### src/rtl/regfile_wb_scheduler_if.sv
// Writeback scheduler bus: issue-stage hazard query, ALU/LSU writeback
// handshakes, register file write port and scoreboard status.
// master: the surrounding pipeline (drives requests, sees stall/ready/write port)
// slave : regfile_wb_scheduler itself
interface regfile_wb_scheduler_if #(
  parameter int WIDTH = 32,
  parameter int DEPTH = 32
);
  // issue stage
  logic             issue_valid;
  logic [4:0]       issue_rs1;
  logic [4:0]       issue_rs2;
  logic             issue_rs1_used;
  logic             issue_rs2_used;
  logic [4:0]       issue_rd;
  logic             issue_rd_we;
  logic             issue_stall;

  // ALU writeback
  logic             alu_wb_valid;
  logic [4:0]       alu_wb_rd;
  logic [WIDTH-1:0] alu_wb_data;
  logic             alu_wb_ready;

  // LSU writeback
  logic             lsu_wb_valid;
  logic [4:0]       lsu_wb_rd;
  logic [WIDTH-1:0] lsu_wb_data;
  logic             lsu_wb_ready;

  // register file write port and status
  logic             rf_write_en;
  logic [4:0]       rf_rd_addr;
  logic [WIDTH-1:0] rf_write_data;
  logic [DEPTH-1:0] busy_vec;
  logic             wb_error;

  modport master (
    output issue_valid, issue_rs1, issue_rs2, issue_rs1_used, issue_rs2_used,
           issue_rd, issue_rd_we,
    input  issue_stall,
    output alu_wb_valid, alu_wb_rd, alu_wb_data,
    input  alu_wb_ready,
    output lsu_wb_valid, lsu_wb_rd, lsu_wb_data,
    input  lsu_wb_ready,
    input  rf_write_en, rf_rd_addr, rf_write_data, busy_vec, wb_error
  );

  modport slave (
    input  issue_valid, issue_rs1, issue_rs2, issue_rs1_used, issue_rs2_used,
           issue_rd, issue_rd_we,
    output issue_stall,
    input  alu_wb_valid, alu_wb_rd, alu_wb_data,
    output alu_wb_ready,
    input  lsu_wb_valid, lsu_wb_rd, lsu_wb_data,
    output lsu_wb_ready,
    output rf_write_en, rf_rd_addr, rf_write_data, busy_vec, wb_error
  );
endinterface

### src/rtl/regfile_wb_scheduler.sv
// regfile_wb_scheduler: shares the single register file write port between
// the ALU and LSU writeback paths and keeps a per-register pending-write
// scoreboard that stalls issue on RAW/WAW hazards.
// Build option: WB_ARB_ROUND_ROBIN_EN selects two-way round-robin
// arbitration; when undefined the LSU has fixed priority over the ALU.
// Reset is synchronous and active-low.
module regfile_wb_scheduler #(
  parameter int WIDTH = 32,
  parameter int DEPTH = 32
) (
  input  logic                  clock,
  input  logic                  reset,
  regfile_wb_scheduler_if.slave bus
);

  typedef enum logic [1:0] {
    GRANT_NONE = 2'd0,
    GRANT_ALU  = 2'd1,
    GRANT_LSU  = 2'd2
  } grant_t;

  // scoreboard and write-port registers
  logic [DEPTH-1:0] busy_reg;
  logic [DEPTH-1:0] busy_next;
  logic             rf_write_en_reg;
  logic [4:0]       rf_rd_addr_reg;
  logic [WIDTH-1:0] rf_write_data_reg;
  logic             wb_error_reg;

  // arbitration results
  grant_t           grant_sel;
  logic             grant_valid;
  logic [4:0]       grant_rd;
  logic [WIDTH-1:0] grant_data;
  logic             grant_writes;
  logic             grant_err;

  // issue side
  logic             hazard;
  logic             issue_stall_int;
  logic             issue_accept;
  logic             set_en;
  logic [DEPTH-1:0] set_mask;
  logic [DEPTH-1:0] clear_mask;

`ifdef WB_ARB_ROUND_ROBIN_EN
  // 1 = the ALU won the most recent grant, so the LSU is preferred next
  logic             last_alu_reg;
`endif

  // Pick at most one writeback source per cycle; nothing is granted in reset.
  always_comb begin
    grant_sel = GRANT_NONE;
    if (reset) begin
      if (bus.lsu_wb_valid && bus.alu_wb_valid) begin
`ifdef WB_ARB_ROUND_ROBIN_EN
        grant_sel = last_alu_reg ? GRANT_LSU : GRANT_ALU;
`else
        grant_sel = GRANT_LSU;
`endif
      end else if (bus.lsu_wb_valid) begin
        grant_sel = GRANT_LSU;
      end else if (bus.alu_wb_valid) begin
        grant_sel = GRANT_ALU;
      end
    end
  end

  // Steer the winner's payload and flag writebacks to registers not pending.
  always_comb begin
    grant_valid  = 1'b0;
    grant_rd     = '0;
    grant_data   = '0;
    case (grant_sel)
      GRANT_LSU: begin
        grant_valid = 1'b1;
        grant_rd    = bus.lsu_wb_rd;
        grant_data  = bus.lsu_wb_data;
      end
      GRANT_ALU: begin
        grant_valid = 1'b1;
        grant_rd    = bus.alu_wb_rd;
        grant_data  = bus.alu_wb_data;
      end
      default: begin
        grant_valid = 1'b0;
      end
    endcase
    // x0 writebacks are consumed silently: no write, no error
    grant_writes = grant_valid && (grant_rd != 5'd0);
    grant_err    = grant_writes && !busy_reg[grant_rd];
  end

  // Hazard check uses only the registered busy bits, so a clear landing on
  // this edge does not release the stall until the next cycle.
  always_comb begin
    hazard = (bus.issue_rs1_used && busy_reg[bus.issue_rs1]) ||
             (bus.issue_rs2_used && busy_reg[bus.issue_rs2]) ||
             (bus.issue_rd_we    && busy_reg[bus.issue_rd]);
    issue_stall_int = reset && bus.issue_valid && hazard;
    issue_accept    = reset && bus.issue_valid && !hazard;
    set_en          = issue_accept && bus.issue_rd_we && (bus.issue_rd != 5'd0);
  end

  // Per-register set/clear decode; set takes precedence, x0 is never busy.
  generate
    for (genvar gi = 0; gi < DEPTH; gi++) begin : g_busy
      assign set_mask[gi]   = set_en && (bus.issue_rd == gi[4:0]);
      assign clear_mask[gi] = rf_write_en_reg && (rf_rd_addr_reg == gi[4:0]);
      if (gi == 0) begin : g_x0
        assign busy_next[gi] = 1'b0;
      end else begin : g_xn
        assign busy_next[gi] = set_mask[gi] | (busy_reg[gi] & ~clear_mask[gi]);
      end
    end
  endgenerate

  // Scoreboard, registered write port and sticky error flag.
  always_ff @(posedge clock) begin
    if (!reset) begin
      busy_reg          <= '0;
      rf_write_en_reg   <= 1'b0;
      rf_rd_addr_reg    <= '0;
      rf_write_data_reg <= '0;
      wb_error_reg      <= 1'b0;
    end else begin
      busy_reg        <= busy_next;
      rf_write_en_reg <= grant_writes;
      // address/data hold their last value when nothing is granted
      if (grant_valid) begin
        rf_rd_addr_reg    <= grant_rd;
        rf_write_data_reg <= grant_data;
      end
      if (grant_err) begin
        wb_error_reg <= 1'b1;
      end
    end
  end

`ifdef WB_ARB_ROUND_ROBIN_EN
  // Remember which source won last; only moves when something is granted.
  always_ff @(posedge clock) begin
    if (!reset) begin
      last_alu_reg <= 1'b1;
    end else if (grant_valid) begin
      last_alu_reg <= (grant_sel == GRANT_ALU);
    end
  end
`endif

  assign bus.issue_stall   = issue_stall_int;
  assign bus.alu_wb_ready  = (grant_sel == GRANT_ALU);
  assign bus.lsu_wb_ready  = (grant_sel == GRANT_LSU);
  assign bus.rf_write_en   = rf_write_en_reg;
  assign bus.rf_rd_addr    = rf_rd_addr_reg;
  assign bus.rf_write_data = rf_write_data_reg;
  assign bus.busy_vec      = busy_reg;
  assign bus.wb_error      = wb_error_reg;

endmodule

### src/flat_wrapper.sv
// flat-port wrapper written by rule: the top's interface ports become plain ports
module regfile_wb_scheduler_flat 
#(
  parameter int WIDTH = 32,
  parameter int DEPTH = 32
)
  (clock, reset, bus_issue_valid, bus_issue_rs1, bus_issue_rs2, bus_issue_rs1_used, bus_issue_rs2_used, bus_issue_rd, bus_issue_rd_we, bus_issue_stall, bus_alu_wb_valid, bus_alu_wb_rd, bus_alu_wb_data, bus_alu_wb_ready, bus_lsu_wb_valid, bus_lsu_wb_rd, bus_lsu_wb_data, bus_lsu_wb_ready, bus_rf_write_en, bus_rf_rd_addr, bus_rf_write_data, bus_busy_vec, bus_wb_error);
  regfile_wb_scheduler_if #(.WIDTH(WIDTH), .DEPTH(DEPTH)) bus_i ();
  input  logic clock;
  input  logic reset;
  input wire logic [$bits(bus_i.issue_valid)-1:0] bus_issue_valid;
  input wire logic [$bits(bus_i.issue_rs1)-1:0] bus_issue_rs1;
  input wire logic [$bits(bus_i.issue_rs2)-1:0] bus_issue_rs2;
  input wire logic [$bits(bus_i.issue_rs1_used)-1:0] bus_issue_rs1_used;
  input wire logic [$bits(bus_i.issue_rs2_used)-1:0] bus_issue_rs2_used;
  input wire logic [$bits(bus_i.issue_rd)-1:0] bus_issue_rd;
  input wire logic [$bits(bus_i.issue_rd_we)-1:0] bus_issue_rd_we;
  output wire logic [$bits(bus_i.issue_stall)-1:0] bus_issue_stall;
  input wire logic [$bits(bus_i.alu_wb_valid)-1:0] bus_alu_wb_valid;
  input wire logic [$bits(bus_i.alu_wb_rd)-1:0] bus_alu_wb_rd;
  input wire logic [$bits(bus_i.alu_wb_data)-1:0] bus_alu_wb_data;
  output wire logic [$bits(bus_i.alu_wb_ready)-1:0] bus_alu_wb_ready;
  input wire logic [$bits(bus_i.lsu_wb_valid)-1:0] bus_lsu_wb_valid;
  input wire logic [$bits(bus_i.lsu_wb_rd)-1:0] bus_lsu_wb_rd;
  input wire logic [$bits(bus_i.lsu_wb_data)-1:0] bus_lsu_wb_data;
  output wire logic [$bits(bus_i.lsu_wb_ready)-1:0] bus_lsu_wb_ready;
  output wire logic [$bits(bus_i.rf_write_en)-1:0] bus_rf_write_en;
  output wire logic [$bits(bus_i.rf_rd_addr)-1:0] bus_rf_rd_addr;
  output wire logic [$bits(bus_i.rf_write_data)-1:0] bus_rf_write_data;
  output wire logic [$bits(bus_i.busy_vec)-1:0] bus_busy_vec;
  output wire logic [$bits(bus_i.wb_error)-1:0] bus_wb_error;
  assign bus_i.issue_valid = bus_issue_valid;
  assign bus_i.issue_rs1 = bus_issue_rs1;
  assign bus_i.issue_rs2 = bus_issue_rs2;
  assign bus_i.issue_rs1_used = bus_issue_rs1_used;
  assign bus_i.issue_rs2_used = bus_issue_rs2_used;
  assign bus_i.issue_rd = bus_issue_rd;
  assign bus_i.issue_rd_we = bus_issue_rd_we;
  assign bus_issue_stall = bus_i.issue_stall;
  assign bus_i.alu_wb_valid = bus_alu_wb_valid;
  assign bus_i.alu_wb_rd = bus_alu_wb_rd;
  assign bus_i.alu_wb_data = bus_alu_wb_data;
  assign bus_alu_wb_ready = bus_i.alu_wb_ready;
  assign bus_i.lsu_wb_valid = bus_lsu_wb_valid;
  assign bus_i.lsu_wb_rd = bus_lsu_wb_rd;
  assign bus_i.lsu_wb_data = bus_lsu_wb_data;
  assign bus_lsu_wb_ready = bus_i.lsu_wb_ready;
  assign bus_rf_write_en = bus_i.rf_write_en;
  assign bus_rf_rd_addr = bus_i.rf_rd_addr;
  assign bus_rf_write_data = bus_i.rf_write_data;
  assign bus_busy_vec = bus_i.busy_vec;
  assign bus_wb_error = bus_i.wb_error;
  regfile_wb_scheduler #(.WIDTH(WIDTH), .DEPTH(DEPTH)) u_core (.clock(clock), .reset(reset), .bus(bus_i));
endmodule
### config.mk
export PLATFORM = sky130hd
export DESIGN_NAME = regfile_wb_scheduler_flat
export DESIGN_NICKNAME = d
export VERILOG_FILES = /design/src/rtl/regfile_wb_scheduler_if.sv /design/src/rtl/regfile_wb_scheduler.sv /design/src/flat_wrapper.sv
export SDC_FILE = /design/constraint.sdc
export NUM_CORES = 1
export LEC_CHECK = 0
export ABC_CLOCK_PERIOD_IN_PS = 3450
export BUFFER_PORTS_ARGS = -buffer_cell sky130_fd_sc_hd__buf_2
export CELL_PAD_IN_SITES_DETAIL_PLACEMENT = 1
export CELL_PAD_IN_SITES_GLOBAL_PLACEMENT = 2
export CORE_AREA = 2 2 135 124
export CTS_CLUSTER_DIAMETER = 50
export DETAILED_ROUTE_END_ITERATION = 12
export DIE_AREA = 0 0 137 126
export HOLD_SLACK_MARGIN = 0.08
export PLACE_DENSITY_LB_ADDON = 0.1
export REMOVE_ABC_BUFFERS = 1
export SYNTH_ARGS = -nofsm -noshare
export SYNTH_HDL_FRONTEND = slang
export SYNTH_SLANG_ARGS = --single-unit
### constraint.sdc
create_clock -name clock -period 3.45 [get_ports clock]
set_input_delay 0.1725 -clock clock [delete_from_list [all_inputs] [get_ports clock]]
set_output_delay 0.1725 -clock clock [all_outputs]
set_load 0.1 [all_outputs]
# Word level (Yosys, flattened, before mapping)
# Index checks and enable logic that the tools add are counted.
# totals
regBits	71
output_inout_bits	74
word_cells	262
# op_classes
n_lt_le_gt_ge	4
n_eq_ne	64
muxes	15
bitwise	93
n_reduce_logical	80
# ops
op	n
equality test 5 bit, second input constant	32
equality test 5 x 4 -> 1 bit, second input constant	16
logical AND 1 bit	73
case mux 32 bit (2 select lines)	1
equality test 5 x 3 -> 1 bit, second input constant	8
AND 1 bit	31
inverter 1 bit	31
OR 1 bit	31
less-than comparator 5 x 6 -> 1 bit, second input constant	4
binary-select mux 1 bit (select 5 bit)	4
equality test 5 x 2 -> 1 bit, second input constant	4
equality test 5 x 1 -> 1 bit, second input constant	2
case mux 5 bit (2 select lines)	1
nonzero test 5 bit	2
two-way mux 1 bit	6
two-way mux 2 bit	3
equality test 2 x 1 -> 1 bit, second input constant	1
equality test 2 bit, second input constant	1
zero test 1 bit	2
logical OR 1 bit	2
OR reduction 2 bit	1

# Depth between registers and ports, before layout
# Gate-level depths: netlist (run 1).
# depth
ltp_word	11
mapped_depth	14
depth_no_buf	10

# Worst setup path after synthesis (run 1)
# OpenSTA, ideal clock, no wires.
# synth_timing
path_type	input to register
startpoint	input reset
endpoint	register u_core.wb_error_reg, in the netlist u_core.bus.wb_error
setup_ns	0.062
arrival_ns	3.601
required_ns	3.388
setup_slack_ns	-0.214
cell_stages	13
n_path_buf	3
path_cell_list	clkbuf_1 clkbuf_1 nand2_1 inv_1 ha_1 clkbuf_1 a22oi_1 nor2_1 mux4_2 a31oi_1 o21ai_0 o31ai_1 a22o_1
# synth_between
elab_chain_cells	7
word_cells_on_any_way	12
cone_classes	eq/ne: 2; mux: 5; reduce/logical: 5
# synth_lines
element	line	source
from (decl)	flat_wrapper.sv:10	input logic reset;
two-way mux 2 bit *	regfile_wb_scheduler.sv:54	if (reset) begin
equality test 2 bit *	-	
via bus_lsu_wb_ready	flat_wrapper.sv:26	output wire logic [$bits(bus_i.lsu_wb_ready)-1:0] bus_lsu_wb_ready;
case mux 5 bit (2 select lines)	regfile_wb_scheduler.sv:74	case (grant_sel)
binary-select mux 1 bit (select 5 bit)	regfile_wb_scheduler.sv:91	grant_err = grant_writes && !busy_reg[grant_rd];
two-way mux 1 bit (not written as such)	regfile_wb_scheduler.sv:91	
zero test 1 bit	regfile_wb_scheduler.sv:91	
logical AND 1 bit *	regfile_wb_scheduler.sv:91	
to (signal assigned)	regfile_wb_scheduler.sv:125	wb_error_reg <= 1'b0;
to (signal assigned)	regfile_wb_scheduler.sv:135	wb_error_reg <= 1'b1;
to (decl)	regfile_wb_scheduler.sv:28	logic wb_error_reg;
# Mark *: on every way through the listed nets, which the timed path passes. The rest lies on a longest branch. The select of a mux whose other input is x is not followed.
# A chain may end at the register's enable or synchronous reset.

# Final worst setup path (run 1)
# layout_timing
startpoint	register u_core.busy_reg[4], in the netlist u_core.bus.busy_vec[4]
endpoint	output bus_issue_stall
# layout_between
elab_chain_cells	6
word_cells_on_any_way	12
cone_classes	mux: 6; reduce/logical: 6
# layout_lines
element	line	source
from (decl)	regfile_wb_scheduler.sv:23	logic [DEPTH-1:0] busy_reg;
from (signal assigned)	regfile_wb_scheduler.sv:127	busy_reg <= busy_next;
binary-select mux 1 bit (select 5 bit) (on tied branches)	regfile_wb_scheduler.sv:97, regfile_wb_scheduler.sv:98	
two-way mux 1 bit (on tied branches)	regfile_wb_scheduler.sv:97, regfile_wb_scheduler.sv:98	
logical AND 1 bit (on tied branches)	regfile_wb_scheduler.sv:97, regfile_wb_scheduler.sv:98	
logical OR 1 bit	regfile_wb_scheduler.sv:97	hazard = (bus.issue_rs1_used && busy_reg[bus.issue_rs1]) ||
logical OR 1 bit *	regfile_wb_scheduler.sv:98	(bus.issue_rs2_used && busy_reg[bus.issue_rs2]) ||
logical AND 1 bit *	regfile_wb_scheduler.sv:100	issue_stall_int = reset && bus.issue_valid && hazard;
to (decl)	flat_wrapper.sv:18	output wire logic [$bits(bus_i.issue_stall)-1:0] bus_issue_stall;
# Mark *: on every way between the ends. The rest lies on a longest branch, timed or not. The select of a mux whose other input is x is not followed.

==> results by group, run 1 <==
Run status
  – Outcome: complete, no violations

Logic synthesis
  – Synthesis warning total: 0
  – Post-Syn Area: 4360 sq um
  – Cells after Synth: 490
  – Seq/Total Area, Yosys: 32.1%
  – Synth async-reset ratio: 0%
  – Most frequent cell after synthesis: dfxtp_1
  – Mean post-synth cell area: 8.90 sq um
  – Flops & latches, synth: 70
  – Post-synth EDFFs: 0
  – Post-synth top area share: 32.1%
  – Synth area leader: dfxtp_1
  – Synth cell count leaders: 70 x dfxtp_1, 55 x nand2_1, 41 x o21ai_0, 37 x a22oi_1, 37 x clkbuf_1
  – Library cells used by synthesis: 52
  – Ys flop type: dfxtp_1
  – Area contributors post-synth: dfxtp_1 32%, mux4_2 7.2%, a22oi_1 6.4%, and2_1 4.7%, nand2_1 4.7%

Routing
  – Metal-1 WL: 7.97 mm
  – Highest routed layer: met4
  – DRC: 0
  – First drt pass iteration count: 5
  – Initial DRC count: 343
  – Detail Route Antenna Nets: 0
  – DR WL/cell: 20.9 um
  – Drt total wl: 17.8 mm
  – Via count: 4684
  – Met2 wire len: 8.43 mm
  – Wire length on met3: 1.16 mm
  – Vias per Instance: 5.52

Clocking
  – Clk_lat worst skew: 0.33 ns
  – Post-cts resize count: 0
  – Setup Fix Bufs, Post-CTS: 0
  – CTS sink cnt: 70
  – Reg clk slew, reported paths: 0.06 ns
  – CTS Buf Count: 9
  – CTS hold repair buffers: 0
  – H-tree levels: 3
  – Clock buffer depth: 2
  – CTS root buf: clkbuf_16
  – TritonCTS clock tree: built

Setup path
  – Critical path data required time: 3.28 ns
  – Crit path max fanout: 6
  – Crit path arrival time: 2.86 ns
  – CP delay by family, top: simple AND/OR/NAND/NOR gates
  – Crit-path cells: mux4_2 -> or3b_2 -> a32oi_1 -> o22ai_1 -> or3b_1 -> and3_1 -> buf_2
  – Crit path largest cell delay: 0.50 ns
  – CP max-delay cell: mux4_2
  – Worst setup EP type: output port
  – CP startpoint kind: flip-flop
  – Crit path kind: flip-flop to output port
  – Crit path buf inv count: 1

Global routing
  – First-pass GRT wire length: 27.5 mm
  – Total Routing Usage GR: 20.8%
  – Antenna violations before repair: 0
  – Largest net degree at the start of global routing: 67
  – Vias in the first global route: 4718
  – Gr ovfl total: 0

Die
  – Initial Util: 27.5%
  – Cell row count: 44
  – Die Y: 126 um
  – Core Region: 15900 sq um
  – Die area: 17300 sq um
  – Die X: 137 um
  – IO Pins: 171

STA
  – Worst Tran Pin Value: 0.725 ns
  – Fmax: 329 MHz
  – RSZ-0062 raised after global routing: false
  – # setup viols final: 0
  – Fraction of the cycle the final worst path needs: 88.0%
  – Final worst path period need: 3.04 ns
  – Endpoints failing hold: 0
  – Max transition margin: 51.5%
  – Slew Viols, Final: 0
  – Worst clock skew: 0.00522 ns

Final layout
  – Nets@finish: 735
  – Fillers: 1894
  – Layout area overhead: 30.0%
  – Share of layout cells above drive strength 1: 35.3%
  – Multi-input logic area: 2720 sq um
  – FF+latch area: 1400 sq um
  – Final std cells w/o fill: 848
  – ANT cells: 0
  – Final core utilization: 35.8%
  – Max FFs per register: 32

Hold path
  – Min-Delay Path Class: primary input to flip-flop

Power
  – Max VDD drop: 0.000227 V
  – Static Leak: 2.40 nW
  – Power Density: 399 nW/um^2

Placement
  – Port bufs: 169
  – RD Place Congestion: 0.848
  – Detailed placement HPWL: 13.2 mm
  – Cells after DPL: 832

Job
  – Number of max-cap violations: 0
where the power goes:
group | switching (mW) | internal, mW
Combinational | 0.325 | 0.125
Sequential | 0.0195 | 0.827
Clock | 0.367 | 0.598
metrics by stage:
step           setup TNS [ns]  hold slack, ns  cell area [sq um]  worst slack, ns  power, mW
2_1_floorplan          -0.789           0.275               4140           -0.752       1.13
3_3_place_gp                0           0.474               5360            0.474       1.31
3_5_place_dp                0           0.477               5360            0.438       1.31
4_1_cts                     0           0.169               5670            0.413       2.29
5_1_grt                     0           0.186               5670            0.285       2.36
6_report                    0           0.171               5670            0.414       2.26
cell usage in the layout (no fill, tap or decap), types with 9 or more instances in the layout:
cell type / count
a22oi_1: 37
and2_1: 33
buf_2: 169
buf_4: 15
clkbuf_16: 9
dfxtp_1: 70
mux2i_1: 15
mux4_2: 14
nand2_1: 55
nand3_1: 14
nor2_1: 12
nor2b_1: 11
o211ai_1: 18
o21ai_0: 41
o311ai_0: 10
o31ai_1: 9
o41ai_1: 17
worst register-to-register path: stages, from the launching register on:
cell,delay (ns)
dfxtp_1,0.42
mux4_2,0.50
or3b_2,0.45
a32oi_1,0.20
o22ai_1,0.09
or3b_1,0.39
buf_4,0.27
o41ai_1,0.39
logic make-up (layout without fill, tap and decap cells):
logic type / after synthesis / after routing / synth area share (%)
compound gates: 162 / 162 / 26.9
simple gates: 158 / 158 / 18.8
flops: 70 / 70 / 32.1
buf+inv: 56 / 207 / 5.65
mux: 41 / 41 / 15.8
fa+ha+maj: 2 / 2 / 0.574
other cells: 1 / 1 / 0.0860
area by class of cell:
type / instances / area share, %
clock buffer: 11 / 4.46
multi-input combinational: 364 / 47.9
clock inverter: 5 / 1.02
inverter: 7 / 0.463
tap: 207 / 4.57
sequential: 70 / 24.7
timing repair buffer: 184 / 16.9
worst paths after layout:
path,slack (ns),end,cells after the start,start
worst min-delay path,0.17,u_core.bus.rf_write_data[4],2,reset
worst max register to register,0.63,u_core.bus.busy_vec[12],7,u_core.bus.busy_vec[4]
worst min register to register,0.49,u_core.bus.wb_error,1,u_core.bus.wb_error
worst max-delay path,0.41,bus_issue_stall,7,u_core.bus.busy_vec[4]
layer usage:
layer | GRT usage (%) | up-vias
met5 | 0 | -
met4 | 4.06 | 0
met3 | 4.11 | 16
met2 | 33.2 | 163
met1 | 29.2 | 2325
li1 | - | 2180
Power figures use the tool's default switching activity.
==> run 2, diff against run 1 <==
CTS_BUF_LIST = sky130_fd_sc_hd__clkbuf_16   (was not set)
==> results by group, run 2 (synthesis results as in run 1) <==
STA
  – Fmax: 327 MHz (-0.65%)
  – Worst clock skew: 0.00505 ns (-0.000171 ns)
  – Slew Viols, Final: 0 (unchanged)
  – Final worst path period need: 3.06 ns (+0.0197 ns)
  – Max transition margin: 51.3% (-0.21 points)
  – # setup viols final: 0 (unchanged)
  – WHS: 0.172 ns (+0.000195 ns)
  – RSZ-0062 raised after global routing: false
  – Worst Tran Pin Value: 0.728 ns (+0.00320 ns)
  – Fraction of the cycle the final worst path needs: 88.6% (+0.57 points)
  – Setup tns final: 0 ns (unchanged)
  – Worst setup margin: 0.394 ns (-0.0197 ns)
  – Endpoints failing hold: 0 (unchanged)

Power
  – Static Leak: 2.39 nW (-0.47%)
  – Power Density: 392 nW/um^2 (-1.7%)
  – Max VDD drop: 0.000227 V (about the same)

Setup path
  – Crit-path cells: mux4_2 -> or3b_2 -> a32oi_1 -> o22ai_1 -> or3b_1 -> and3_1 -> buf_2
  – Worst setup EP type: output port
  – Critical path origin: u_core.bus.busy_vec[4]
  – Worst r2r path cells: 7 (unchanged)
  – Crit path buf inv count: 1 (unchanged)
  – CP startpoint kind: flip-flop
  – Crit path arrival time: 2.88 ns (+0.02 ns)
  – CP delay by family, top: simple AND/OR/NAND/NOR gates
  – FF-to-FF Start: u_core.bus.busy_vec[4]
  – Crit path kind: flip-flop to output port
  – CP Depth: 7 (unchanged)
  – Crit path largest cell delay: 0.50 ns (about the same)
  – Critical path data required time: 3.28 ns (about the same)
  – CP max-delay cell: mux4_2
  – Crit path max fanout: 6 (unchanged)

Global routing
  – Antenna violations before repair: 0 (unchanged)
  – Largest net degree at the start of global routing: 67 (unchanged)
  – Gr ovfl total: 0 (unchanged)
  – Vias in the first global route: 4720 (+0.042%)
  – Total Routing Usage GR: 20.8% (unchanged)
  – First-pass GRT wire length: 27.5 mm (unchanged)

Placement
  – RD Place Congestion: 0.848 (unchanged)
  – Detailed placement HPWL: 13.2 mm (unchanged)
  – Setup slack after placement: 0.438 ns (unchanged)
  – Port bufs: 169 (unchanged)

Clocking
  – Clk_lat worst skew: 0.33 ns (about the same)
  – CTS sink cnt: 70 (unchanged)
  – Clock buffer depth: 2 (unchanged)
  – CTS hold repair buffers: 0 (unchanged)
  – H-tree levels: 3 (unchanged)
  – Setup Fix Bufs, Post-CTS: 0 (unchanged)
  – CTS root buf: clkbuf_16
  – CTS Buf Count: 9 (unchanged)
  – Reg clk slew, reported paths: 0.06 ns (about the same)
  – TritonCTS clock tree: built
  – Post-cts resize count: 0 (unchanged)

Routing
  – Via count: 4697 (+0.28%)
  – Drt total wl: 17.8 mm (+0.38%)
  – Met2 wire len: 8.47 mm (+0.49%)
  – DR WL/cell: 21.0 um (+0.38%)
  – Vias per Instance: 5.54 (+0.28%)
  – DRC: 0 (unchanged)
  – First drt pass iteration count: 5 (unchanged)
  – Detail Route Antenna Nets: 0 (unchanged)
  – Highest routed layer: met4
  – Metal-1 WL: 7.97 mm (about the same)
  – Wire length on met3: 1.20 mm (+3.6%)
  – Initial DRC count: 322 (-6.1%)

Final layout
  – Nets@finish: 735 (unchanged)
  – Max FFs per register: 32 (unchanged)
  – Share of layout cells above drive strength 1: 34.9% (-0.31 points)
  – Multi-input logic area: 2720 sq um (unchanged)
  – ANT cells: 0 (unchanged)
  – Most frequent cells in the layout: 169 x buf_2, 70 x dfxtp_1, 55 x nand2_1
  – Most common cell after layout, fill and taps aside: buf_2
  – FF+latch area: 1400 sq um (unchanged)
  – Fillers: 1896 (+0.11%)
  – Layout area overhead: 29.6%

Die
  – Cell row count: 44 (unchanged)
  – Initial Util: 27.5% (unchanged)
  – Die area: 17300 sq um (unchanged)
  – IO Pins: 171 (unchanged)
  – Die X: 137 um (unchanged)
  – Core Region: 15900 sq um (unchanged)
  – Die Y: 126 um (unchanged)

Hold path
  – Min-Delay Path Class: primary input to flip-flop
  – Worst hold start: reset
  – Hold depth: 2 (unchanged)

Job
  – Number of max-cap violations: 0 (unchanged)

Run status
  – Outcome: complete, no violations
## run 2: final cells by class
cell class                      count  share of cell area [%]
Multi-Input combinational cell    364                    48.1
Clock inverter                      7                    1.15
Sequential cell                    70                    24.8
Tap cell                          207                    4.58
Inverter                            7                   0.465
Timing Repair Buffer              184                    17.0
Clock buffer                        9                    3.99
## run 2: path summary, 6_finish.rpt
check,end,slack [ns]
worst min-delay path,u_core.bus.rf_write_data[4],0.17
worst max register to register,u_core.bus.busy_vec[12],0.61
worst min register to register,u_core.bus.wb_error,0.49
worst max-delay path,bus_issue_stall,0.39
## run 2: stage by stage
step	instances	util, %	area (sq um)	power [mW]
3_5_place_dp	832	33.8	5360	1.31
3_3_place_gp	832	33.8	5360	1.31
5_1_grt	848	35.6	5650	2.32
2_1_floorplan	441	-	4140	1.13
4_1_cts	848	35.6	5650	2.24
6_report	848	35.6	5650	2.21
## run 2: power breakdown
group,total (mW),switching (mW),internal [mW]
registers,0.846,0.0194,0.827
logic,0.450,0.326,0.125
clock network,0.918,0.364,0.553
total,2.21,0.709,1.50
## run 2: routing by layer
layer | GRT usage [%] | vias up
met4 | 4.06 | 0
met2 | 33.2 | 183
li1 | - | 2181
met5 | 0 | -
met1 | 29.2 | 2319
met3 | 4.11 | 14
